File: config.mk
export PLATFORM = sky130hd
export DESIGN_NAME = dma_manager_flat
export DESIGN_NICKNAME = d
export VERILOG_FILES = /design/src/rtl/dma_manager_pkg.sv /design/src/rtl/axi_lite_if.sv /design/src/rtl/dma_manager.sv /design/src/flat_wrapper.sv
export SDC_FILE = /design/constraint.sdc
export NUM_CORES = 1
export LEC_CHECK = 0
export ABC_AREA = 1
export BUFFER_PORTS_ARGS = -buffer_cell sky130_fd_sc_hd__buf_2
export CAP_MARGIN = 40
export CORE_MARGIN = 1.5
export CORE_UTILIZATION = 37
export DETAILED_ROUTE_END_ITERATION = 10
export GPL_ROUTABILITY_DRIVEN = 0
export HOLD_SLACK_MARGIN = 0.06
export PLACE_DENSITY = 0.81
export RECOVER_POWER = 100
export SYNTH_ARGS = -nofsm -noshare
export SYNTH_HDL_FRONTEND = slang
export SYNTH_SLANG_ARGS = --single-unit
File: constraint.sdc
create_clock -name clock -period 2.4 [get_ports clock]
set_clock_uncertainty 0.2 [all_clocks]
set_input_delay 0.48 -clock clock [delete_from_list [all_inputs] [get_ports clock]]
set_output_delay 0.48 -clock clock [all_outputs]
set_load 0.02 [all_outputs]
File: src/rtl/dma_manager_pkg.sv
// ----------------------------------------------------------------------------
// dma_manager_pkg
//   Shared definitions for the DMA S2MM programming sequencer: the DMA
//   control register offsets, the sequencer FSM states, the op-table entry
//   type and a helper that returns the write for a given op index.
// ----------------------------------------------------------------------------
package dma_manager_pkg;

  localparam logic [31:0] DMACR_OFFSET       = 32'h0000_0030;
  localparam logic [31:0] S2MM_DA_OFFSET     = 32'h0000_0048;
  localparam logic [31:0] S2MM_LENGTH_OFFSET = 32'h0000_0058;

  // Index of the final write of one programming sequence
  localparam logic [1:0] LAST_OP = 2'd2;

  typedef enum logic [1:0] {
    IDLE  = 2'd0,
    SETUP = 2'd1,
    WRITE = 2'd2,
    RESP  = 2'd3
  } state_t;

  typedef struct packed {
    logic [31:0] addr;
    logic [31:0] data;
  } op_entry_t;

  // Op table: run bit first, then destination address, then length.
  // Writing the length last is what actually starts the S2MM transfer.
  function automatic op_entry_t opEntry(input logic [1:0]  idx,
                                        input logic [31:0] baseAddr,
                                        input logic [31:0] destAddr,
                                        input logic [31:0] transferLen);
    op_entry_t entry;
    case (idx)
      2'd0: begin
        entry.addr = baseAddr + DMACR_OFFSET;
        entry.data = 32'h0000_0001;
      end
      2'd1: begin
        entry.addr = baseAddr + S2MM_DA_OFFSET;
        entry.data = destAddr;
      end
      default: begin
        entry.addr = baseAddr + S2MM_LENGTH_OFFSET;
        entry.data = transferLen;
      end
    endcase
    return entry;
  endfunction

endpackage

File: src/rtl/axi_lite_if.sv
// ----------------------------------------------------------------------------
// axi_lite_if
//   32-bit AXI4-lite bundle without WSTRB/PROT (tied off at integration).
//   master : drives AW/W address+data+valid, BREADY, AR address+valid, RREADY
//   slave  : drives AWREADY, WREADY, BRESP/BVALID, ARREADY, RDATA/RRESP/RVALID
// ----------------------------------------------------------------------------
interface axi_lite_if;
  logic [31:0] AWADDR;
  logic        AWVALID;
  logic        AWREADY;
  logic [31:0] WDATA;
  logic        WVALID;
  logic        WREADY;
  logic [1:0]  BRESP;
  logic        BVALID;
  logic        BREADY;
  logic [31:0] ARADDR;
  logic        ARVALID;
  logic        ARREADY;
  logic [31:0] RDATA;
  logic [1:0]  RRESP;
  logic        RVALID;
  logic        RREADY;

  modport master (
    output AWADDR, AWVALID, WDATA, WVALID, BREADY, ARADDR, ARVALID, RREADY,
    input  AWREADY, WREADY, BRESP, BVALID, ARREADY, RDATA, RRESP, RVALID
  );

  modport slave (
    input  AWADDR, AWVALID, WDATA, WVALID, BREADY, ARADDR, ARVALID, RREADY,
    output AWREADY, WREADY, BRESP, BVALID, ARREADY, RDATA, RRESP, RVALID
  );
endinterface

File: src/rtl/dma_manager.sv
// ----------------------------------------------------------------------------
// dma_manager
//   Programs an AXI DMA S2MM channel over AXI-lite each time the acquisition
//   FIFO becomes full: DMACR <= 1, S2MM_DA <= DEST_ADDR,
//   S2MM_LENGTH <= TRANSFER_LEN, issued one write at a time.
// Ports
//   clock      : single rising-edge clock
//   reset      : synchronous, active-high
//   fifo_full  : FIFO full level; its rising edge triggers one sequence
//   axi_lite   : AXI-lite master towards the DMA control slave (write only)
// ----------------------------------------------------------------------------
module dma_manager
  import dma_manager_pkg::*;
#(
  parameter logic [31:0] DMA_BASE_ADDR = 32'h0000_0000,
  parameter logic [31:0] DEST_ADDR     = 32'h1000_0000,
  parameter logic [31:0] TRANSFER_LEN  = 32'd1024
) (
  input  logic       clock,
  input  logic       reset,
  input  logic       fifo_full,
  axi_lite_if.master axi_lite
);

  state_t      state_q, state_d;
  logic [1:0]  opIdx_q, opIdx_d;
  logic        pending_q, pending_d;
  logic        awDone_q, awDone_d;
  logic        wDone_q, wDone_d;
  logic [31:0] awAddr_q, awAddr_d;
  logic [31:0] wData_q, wData_d;
  logic        awValid_q, awValid_d;
  logic        wValid_q, wValid_d;
  logic        bReady_q, bReady_d;
  logic        fifoFull_q;
  logic        armed_q;
  logic        trigger;
  logic        awHs;
  logic        wHs;
  logic        bHs;
  op_entry_t   curOp;
  logic        unusedInputs;

  // armed_q is low only in the first cycle after reset, so a fifo_full level
  // that is already high when reset releases does not count as an edge.
  assign trigger = fifo_full & ~fifoFull_q & armed_q;
  assign awHs    = awValid_q & axi_lite.AWREADY;
  assign wHs     = wValid_q & axi_lite.WREADY;
  assign bHs     = bReady_q & axi_lite.BVALID;
  assign curOp   = opEntry(opIdx_q, DMA_BASE_ADDR, DEST_ADDR, TRANSFER_LEN);

  assign axi_lite.AWADDR  = awAddr_q;
  assign axi_lite.AWVALID = awValid_q;
  assign axi_lite.WDATA   = wData_q;
  assign axi_lite.WVALID  = wValid_q;
  assign axi_lite.BREADY  = bReady_q;
  assign axi_lite.ARADDR  = 32'h0000_0000;
  assign axi_lite.ARVALID = 1'b0;
  assign axi_lite.RREADY  = 1'b0;

  // Error responses and the read channel are deliberately not consumed
  assign unusedInputs = ^{axi_lite.BRESP, axi_lite.ARREADY, axi_lite.RDATA,
                          axi_lite.RRESP, axi_lite.RVALID};

  // State and registered AXI outputs; reset aborts any sequence in flight
  always_ff @(posedge clock) begin
    if (reset) begin
      state_q    <= IDLE;
      opIdx_q    <= 2'd0;
      pending_q  <= 1'b0;
      awDone_q   <= 1'b0;
      wDone_q    <= 1'b0;
      awAddr_q   <= 32'h0000_0000;
      wData_q    <= 32'h0000_0000;
      awValid_q  <= 1'b0;
      wValid_q   <= 1'b0;
      bReady_q   <= 1'b0;
      fifoFull_q <= 1'b0;
      armed_q    <= 1'b0;
    end else begin
      state_q    <= state_d;
      opIdx_q    <= opIdx_d;
      pending_q  <= pending_d;
      awDone_q   <= awDone_d;
      wDone_q    <= wDone_d;
      awAddr_q   <= awAddr_d;
      wData_q    <= wData_d;
      awValid_q  <= awValid_d;
      wValid_q   <= wValid_d;
      bReady_q   <= bReady_d;
      fifoFull_q <= fifo_full;
      armed_q    <= 1'b1;
    end
  end

  // Sequencer: one AW/W/B transaction per op, AW and W handshakes tracked
  // independently so either channel may complete first.
  always_comb begin
    state_d   = state_q;
    opIdx_d   = opIdx_q;
    pending_d = pending_q;
    awDone_d  = awDone_q;
    wDone_d   = wDone_q;
    awAddr_d  = awAddr_q;
    wData_d   = wData_q;
    awValid_d = awValid_q;
    wValid_d  = wValid_q;
    bReady_d  = bReady_q;

    case (state_q)
      IDLE: begin
        if (trigger || pending_q) begin
          pending_d = 1'b0;
          opIdx_d   = 2'd0;
          state_d   = SETUP;
        end
      end
      SETUP: begin
        awAddr_d  = curOp.addr;
        wData_d   = curOp.data;
        awValid_d = 1'b1;
        wValid_d  = 1'b1;
        awDone_d  = 1'b0;
        wDone_d   = 1'b0;
        state_d   = WRITE;
      end
      WRITE: begin
        if (awHs) begin
          awValid_d = 1'b0;
          awDone_d  = 1'b1;
        end
        if (wHs) begin
          wValid_d = 1'b0;
          wDone_d  = 1'b1;
        end
        if ((awDone_q || awHs) && (wDone_q || wHs)) begin
          bReady_d = 1'b1;
          state_d  = RESP;
        end
      end
      RESP: begin
        if (bHs) begin
          bReady_d = 1'b0;
          if (opIdx_q == LAST_OP) begin
            state_d = IDLE;
          end else begin
            opIdx_d = opIdx_q + 2'd1;
            state_d = SETUP;
          end
        end
      end
      default: state_d = IDLE;
    endcase

    // Triggers arriving while busy collapse into a single queued sequence
    if (trigger && (state_q != IDLE)) begin
      pending_d = 1'b1;
    end
  end

endmodule

File: src/flat_wrapper.sv
// flat-port wrapper written by rule: the top's interface ports become plain ports
module dma_manager_flat import dma_manager_pkg::*;
#(
  parameter logic [31:0] DMA_BASE_ADDR = 32'h0000_0000,
  parameter logic [31:0] DEST_ADDR     = 32'h1000_0000,
  parameter logic [31:0] TRANSFER_LEN  = 32'd1024
)
  (clock, reset, fifo_full, axi_lite_AWADDR, axi_lite_AWVALID, axi_lite_WDATA, axi_lite_WVALID, axi_lite_BREADY, axi_lite_ARADDR, axi_lite_ARVALID, axi_lite_RREADY, axi_lite_AWREADY, axi_lite_WREADY, axi_lite_BRESP, axi_lite_BVALID, axi_lite_ARREADY, axi_lite_RDATA, axi_lite_RRESP, axi_lite_RVALID);
  axi_lite_if axi_lite_i ();
  input  logic clock;
  input  logic reset;
  input  logic fifo_full;
  output wire logic [$bits(axi_lite_i.AWADDR)-1:0] axi_lite_AWADDR;
  output wire logic [$bits(axi_lite_i.AWVALID)-1:0] axi_lite_AWVALID;
  output wire logic [$bits(axi_lite_i.WDATA)-1:0] axi_lite_WDATA;
  output wire logic [$bits(axi_lite_i.WVALID)-1:0] axi_lite_WVALID;
  output wire logic [$bits(axi_lite_i.BREADY)-1:0] axi_lite_BREADY;
  output wire logic [$bits(axi_lite_i.ARADDR)-1:0] axi_lite_ARADDR;
  output wire logic [$bits(axi_lite_i.ARVALID)-1:0] axi_lite_ARVALID;
  output wire logic [$bits(axi_lite_i.RREADY)-1:0] axi_lite_RREADY;
  input wire logic [$bits(axi_lite_i.AWREADY)-1:0] axi_lite_AWREADY;
  input wire logic [$bits(axi_lite_i.WREADY)-1:0] axi_lite_WREADY;
  input wire logic [$bits(axi_lite_i.BRESP)-1:0] axi_lite_BRESP;
  input wire logic [$bits(axi_lite_i.BVALID)-1:0] axi_lite_BVALID;
  input wire logic [$bits(axi_lite_i.ARREADY)-1:0] axi_lite_ARREADY;
  input wire logic [$bits(axi_lite_i.RDATA)-1:0] axi_lite_RDATA;
  input wire logic [$bits(axi_lite_i.RRESP)-1:0] axi_lite_RRESP;
  input wire logic [$bits(axi_lite_i.RVALID)-1:0] axi_lite_RVALID;
  assign axi_lite_AWADDR = axi_lite_i.AWADDR;
  assign axi_lite_AWVALID = axi_lite_i.AWVALID;
  assign axi_lite_WDATA = axi_lite_i.WDATA;
  assign axi_lite_WVALID = axi_lite_i.WVALID;
  assign axi_lite_BREADY = axi_lite_i.BREADY;
  assign axi_lite_ARADDR = axi_lite_i.ARADDR;
  assign axi_lite_ARVALID = axi_lite_i.ARVALID;
  assign axi_lite_RREADY = axi_lite_i.RREADY;
  assign axi_lite_i.AWREADY = axi_lite_AWREADY;
  assign axi_lite_i.WREADY = axi_lite_WREADY;
  assign axi_lite_i.BRESP = axi_lite_BRESP;
  assign axi_lite_i.BVALID = axi_lite_BVALID;
  assign axi_lite_i.ARREADY = axi_lite_ARREADY;
  assign axi_lite_i.RDATA = axi_lite_RDATA;
  assign axi_lite_i.RRESP = axi_lite_RRESP;
  assign axi_lite_i.RVALID = axi_lite_RVALID;
  dma_manager #(.DMA_BASE_ADDR(DMA_BASE_ADDR), .DEST_ADDR(DEST_ADDR), .TRANSFER_LEN(TRANSFER_LEN)) u_core (.clock(clock), .reset(reset), .fifo_full(fifo_full), .axi_lite(axi_lite_i));
endmodule
==> impl_metrics.ini, run 1 <==
[global_route]
grt_max_degree = 13
grt_usage_pct = 8.41
antenna_found_initial = 0
grt_pass1_wl_microns = 2830
grt.overflow.total = 0
grt_pass1_vias = 697

[critical_path]
r2r_slack_ns = 0.54
rr_worst_depth = 8
r2r_end = u_core.opIdx_q[0]
crit_type = flip-flop to flip-flop
arrival_ns = 1.80
reg2reg_from = u_core.opIdx_q[0]
critPathCaptureType = flip-flop
cp_max_fo = 5
worstPathRequired_ns = 2.34
start_kind = flip-flop

[drt]
first_pass_iters = 2
drt_iter0_markers = 28
drc = 0
vias = 947
wl_per_cell_microns = 7.10
wirelength_microns = 1900
ant_nets = 0
routed_via_density = 3.55

[cts]
cts_buffers = 3
clkLatencyLatePin_ns = 0.25
root_buffer = clkbuf_8
post_cts_resized = 0
htree_levels = 1
clk_pin_slew_ns = 0.07
cts_tree = built
post_cts_buffers = 0
clockBufferDepth = 2
cts_hold_buf = 0
cts_sinks = 17

[logic_synthesis]
synth.distinct_cells = 15
yosys-top-cells-count = buf_4, nand2_1, nor2_1
netlist.top_cell.by_area = buf_4
syn-instance-count = 202
synth.top_cell.area_share_pct = 46.2
yosys_warnings = 0
yosys-top-cells-area = buf_4, dfxtp_1, ha_1
synth.most_common_cell = buf_4
synth_edf_count = 0
synth_async_sr_flop_share_pct = 0
syn-cell-area_sq_um = 1510
yosysSeqAreaShare_pct = 22.5
postSynthAreaPerCell_sq_um = 7.49
synth_top_flop_cell = dfxtp_1
synth_seq_cells = 17

[die]
die_w_microns = 66.9
row_count = 23
die-area_sq_um = 4480
core_area_sq_um = 3970
start_util_pct = 38.1
die_y_microns = 66.9
ios = 145

[timing]
report.final.slew_viol_count = 0
timing.hold.ws_ns = 0.248
post-route-period-util_pct = 77.4
rsz0062_at_grt = no
finalSetupViolations = 0
hold_viol_final = 0
max_clock_freq_mhz = 539
fin_setup_tns_ns = 0
period_needed_ns = 1.86

[min_path]
whs_endpoint = u_core.fifoFull_q
worstHoldPathCells = 3
min-delay-path-class = input port to flip-flop
hp-start = fifo_full

[pwr]
ir_drop_uv = 235
power-per-cell-area_nw_per_um2 = 898
p_leak_nw = 0.719
fin_total_pwr_mw = 1.18

[finish]
n_antenna_cell = 0
synthToLayoutAreaGrowth_pct = -13.2
final_nets = 272
drive_gt1_share_pct = 3.69

[status]
outcome = finished clean

[place]
dp.final_hpwl_microns = 1510
port-buffer-count = 15

[flow_run]
cap_violations = 0
## registers in the layout (all words and copies together) (netlist names)
signal	flops
u_core.awDone_q	1
u_core.axi_lite.WDATA	3
u_core.axi_lite.BREADY	1
u_core.axi_lite.WVALID	1
u_core.armed_q	1
u_core.opIdx_q	2
u_core.axi_lite.AWVALID	1
u_core.wDone_q	1
u_core.fifoFull_q	1
u_core.axi_lite.AWADDR	2
u_core.state_q	2
u_core.pending_q	1
## power breakdown
| group | internal [mW] | leakage [nW] | switching, mW | total (mW) |
|---|---|---|---|---|
| Clock | 0.115 | 0.0255 | 0.0960 | 0.211 |
| Combinational | 0.136 | 0.554 | 0.426 | 0.562 |
| Sequential | 0.357 | 0.140 | 0.0496 | 0.406 |
## area by class of cell
class	instances	area, sq um
multi-input combinational	164	739
fill	435	2660
clock inverter	1	5.00
tap	50	62.6
inverter	17	63.8
timing repair buffer	15	61.3
sequential	17	340
clock buffer	3	41.3
## layer usage
metal / part of all wire [%] / up-vias / routed length, microns / GRT usage (%)
met1: 36 / 420 / 680 / 8.00
met3: 11 / 7 / 208 / 3.72
met2: 51 / 58 / 962 / 15.4
met4: 2.3 / 0 / 44 / 3.83
li1: - / 462 / - / -
met5: 0 / - / 0 / 0
## kinds of logic after synthesis
kind of cell	after synthesis	synth area share [%]
buffers and inverters	111	50.7
AND/OR/NAND/NOR	44	11.6
AO/OA/AOI/OAI	19	6.70
flip-flops	17	22.5
adder cells (fa/ha/maj)	10	8.27
other	1	0.248
## worst max path at each step
stage,startpoint,endpoint,slack (ns)
after detailed placement,u_core.opIdx_q[0],u_core.opIdx_q[0],0.83
after floorplan,u_core.opIdx_q[0],u_core.opIdx_q[0],0.96
after global placement,u_core.opIdx_q[0],u_core.opIdx_q[0],0.85
after CTS,u_core.opIdx_q[0],u_core.opIdx_q[0],0.73
after global routing,u_core.opIdx_q[0],u_core.opIdx_q[0],0.37
final,u_core.opIdx_q[0],u_core.opIdx_q[0],0.54
## cell usage in the layout (no fill, tap or decap), drive strengths merged
cell type / instances
conb: 91
nand2: 19
nor2: 18
inv: 17
dfxtp: 17
clkbuf: 14
ha: 10
o21ai: 9
a21oi: 9
nand3: 6
buf: 4
or2: 1
a211oi: 1
clkinv: 1
## critical path, stage by stage, from the launching register on
cell     delay, ns
dfxtp_1       0.43
inv_1         0.12
ha_1          0.21
inv_1         0.05
nand2_1       0.05
o21ai_0       0.33
nand2_1       0.14
o21ai_0       0.16
nor2_1        0.05
## per-stage QoR
stage	setup WS [ns]	util (%)	instances	area, sq um
after floorplan	0.962	-	292	1850
after global placement	0.850	32.4	263	1280
after detailed placement	0.826	32.4	263	1280
after CTS	0.735	33.5	267	1330
after global routing	0.372	33.1	267	1310
final	0.543	33.1	267	1310
(Power assumes the default switching activity.)
==> inputs of run 2 (changes only) <==
--- a/config.mk
+++ b/config.mk
@@ -9,11 +9,11 @@
 export BUFFER_PORTS_ARGS = -buffer_cell sky130_fd_sc_hd__buf_2
 export CAP_MARGIN = 40
 export CORE_MARGIN = 1.5
-export CORE_UTILIZATION = 37
+export CORE_UTILIZATION = 33
 export DETAILED_ROUTE_END_ITERATION = 10
 export GPL_ROUTABILITY_DRIVEN = 0
 export HOLD_SLACK_MARGIN = 0.06
-export PLACE_DENSITY = 0.81
+export PLACE_DENSITY = 0.77
 export RECOVER_POWER = 100
 export SYNTH_ARGS = -nofsm -noshare
 export SYNTH_HDL_FRONTEND = slang
==> constraint.sdc (replaced) <==
create_clock -name clock -period 1.5 [get_ports clock]
set_clock_uncertainty 0.2 [all_clocks]
set_input_delay 0.3 -clock clock [delete_from_list [all_inputs] [get_ports clock]]
set_output_delay 0.3 -clock clock [all_outputs]
set_load 0.02 [all_outputs]
==> impl_metrics.ini, run 2 (synthesized netlist as in run 1, its figures left out) <==
[drt]
wl_per_cell_microns = 7.57
ant_nets = 0
first_pass_iters = 4
routed_via_density = 3.46
vias = 948
wirelength_microns = 2080
drt_iter0_markers = 21
drc = 0

[critical_path]
crit_family = flip-flops
crit_path_top_delay_cell = dfxtp_4
worstPathRequired_ns = 1.44
arrival_ns = 1.38
path_cells = inv_1 > ha_2 > nand2_1 > o21ai_2 > buf_4 > a21oi_1 > nor2_1
crit_type = flip-flop to flip-flop
r2r_slack_ns = 0.06
path_buf_inv = 2
start_kind = flip-flop
max_stage_delay_ns = 0.37
critPathCaptureType = flip-flop
cp_max_fo = 3

[die]
die_y_microns = 70.7
core_area_sq_um = 4380
start_util_pct = 34.5
die_w_microns = 70.7
ios = 145
row_count = 24
die-area_sq_um = 5000

[cts]
cts_buffers = 3
clk_pin_slew_ns = 0.06
root_buffer = clkbuf_8
cts_tree = built
cts_hold_buf = 0
clkLatencyLatePin_ns = 0.25
clockBufferDepth = 2
htree_levels = 1
cts_sinks = 17

[global_route]
grt_max_degree = 13
grt_pass1_wl_microns = 2860
antenna_found_initial = 0
grt_pass1_vias = 707
grt.overflow.total = 0
grt_usage_pct = 6.93

[timing]
report.final.slew_viol_count = 0
period_needed_ns = 1.44
fin_setup_tns_ns = 0
post-route-period-util_pct = 96.0
finalSetupViolations = 0
hold_viol_final = 0
max_clock_freq_mhz = 695

[pwr]
p_leak_nw = 0.743
power-per-cell-area_nw_per_um2 = 1470
ir_drop_uv = 387

[finish]
synthToLayoutAreaGrowth_pct = -7.03
final_common_cell = conb_1
largest_register_ff_count = 3
fillers = 504
n_antenna_cell = 0
layout.cells.non_filler = 274
final_nets = 277
drive_gt1_share_pct = 13.5
fin_util_pct = 32.1
register_area_sq_um = 349
final_cell_mix = conb_1, nand2_1, nor2_1
multi_input_area_sq_um = 785

[status]
outcome = finished clean

[flow_run]
cap_violations = 0

[place]
port-buffer-count = 15
dp.final_hpwl_microns = 1600
dp_cells = 269

[min_path]
min-delay-path-class = input port to flip-flop
[run 2: final cells by class]
cell class | instances | area share, %
flip-flops and latches | 17 | 24.8
inverters | 17 | 4.54
multi-input cells | 164 | 55.8
repair buffers | 20 | 7.03
well taps | 52 | 4.63
clock buffers | 4 | 3.20
[run 2: routing by layer]
layer,track usage [%],part of all wire [%],vias up
li1,-,-,473
met1,7.65,37,412
met2,12.5,51,57
met3,2.14,9.5,6
met4,2.52,2.3,0
met5,0,0,-
[run 2: worst register-to-register path, stage by stage (launching register included)]
cell	delay (ns)
dfxtp_4	0.37
inv_1	0.08
ha_2	0.21
nand2_1	0.09
o21ai_2	0.07
buf_4	0.14
a21oi_1	0.13
nor2_1	0.06
[run 2: final timing paths]
path,start,end,cells past startpoint
hold / removal,fifo_full,u_core.fifoFull_q,3
setup / recovery,u_core.state_q[0],u_core.opIdx_q[0],7
setup reg to reg,u_core.state_q[0],u_core.opIdx_q[0],7
hold reg to reg,u_core.axi_lite.BREADY,u_core.axi_lite.BREADY,2
[run 2: metrics by stage]
stage	setup WS, ns	hold slack [ns]	power, mW	instance area, sq um
after CTS	0.00902	0.0692	1.99	1370
after detailed placement	-0.0111	0.253	1.64	1320
after global routing	-0.0150	0.0741	2.26	1410
final	0.0603	0.0713	2.07	1410
after floorplan	0.0625	0.169	1.59	1850
after global placement	0.0126	0.251	1.61	1320
[run 2: power breakdown]
part	internal (mW)	switching, mW	total [mW]
Clock	0.188	0.151	0.339
Combinational	0.325	0.731	1.06
Sequential	0.584	0.0930	0.677
[run 2: timing repair]
| item | 4_1_cts | 5_1_grt |
|---|---|---|
| endpoints found under the setup margin | 3 | 6 |
| setup buffers | 0 | 1 |
| pin swaps | 0 | 4 |
| resized for setup | 2 | 19 |
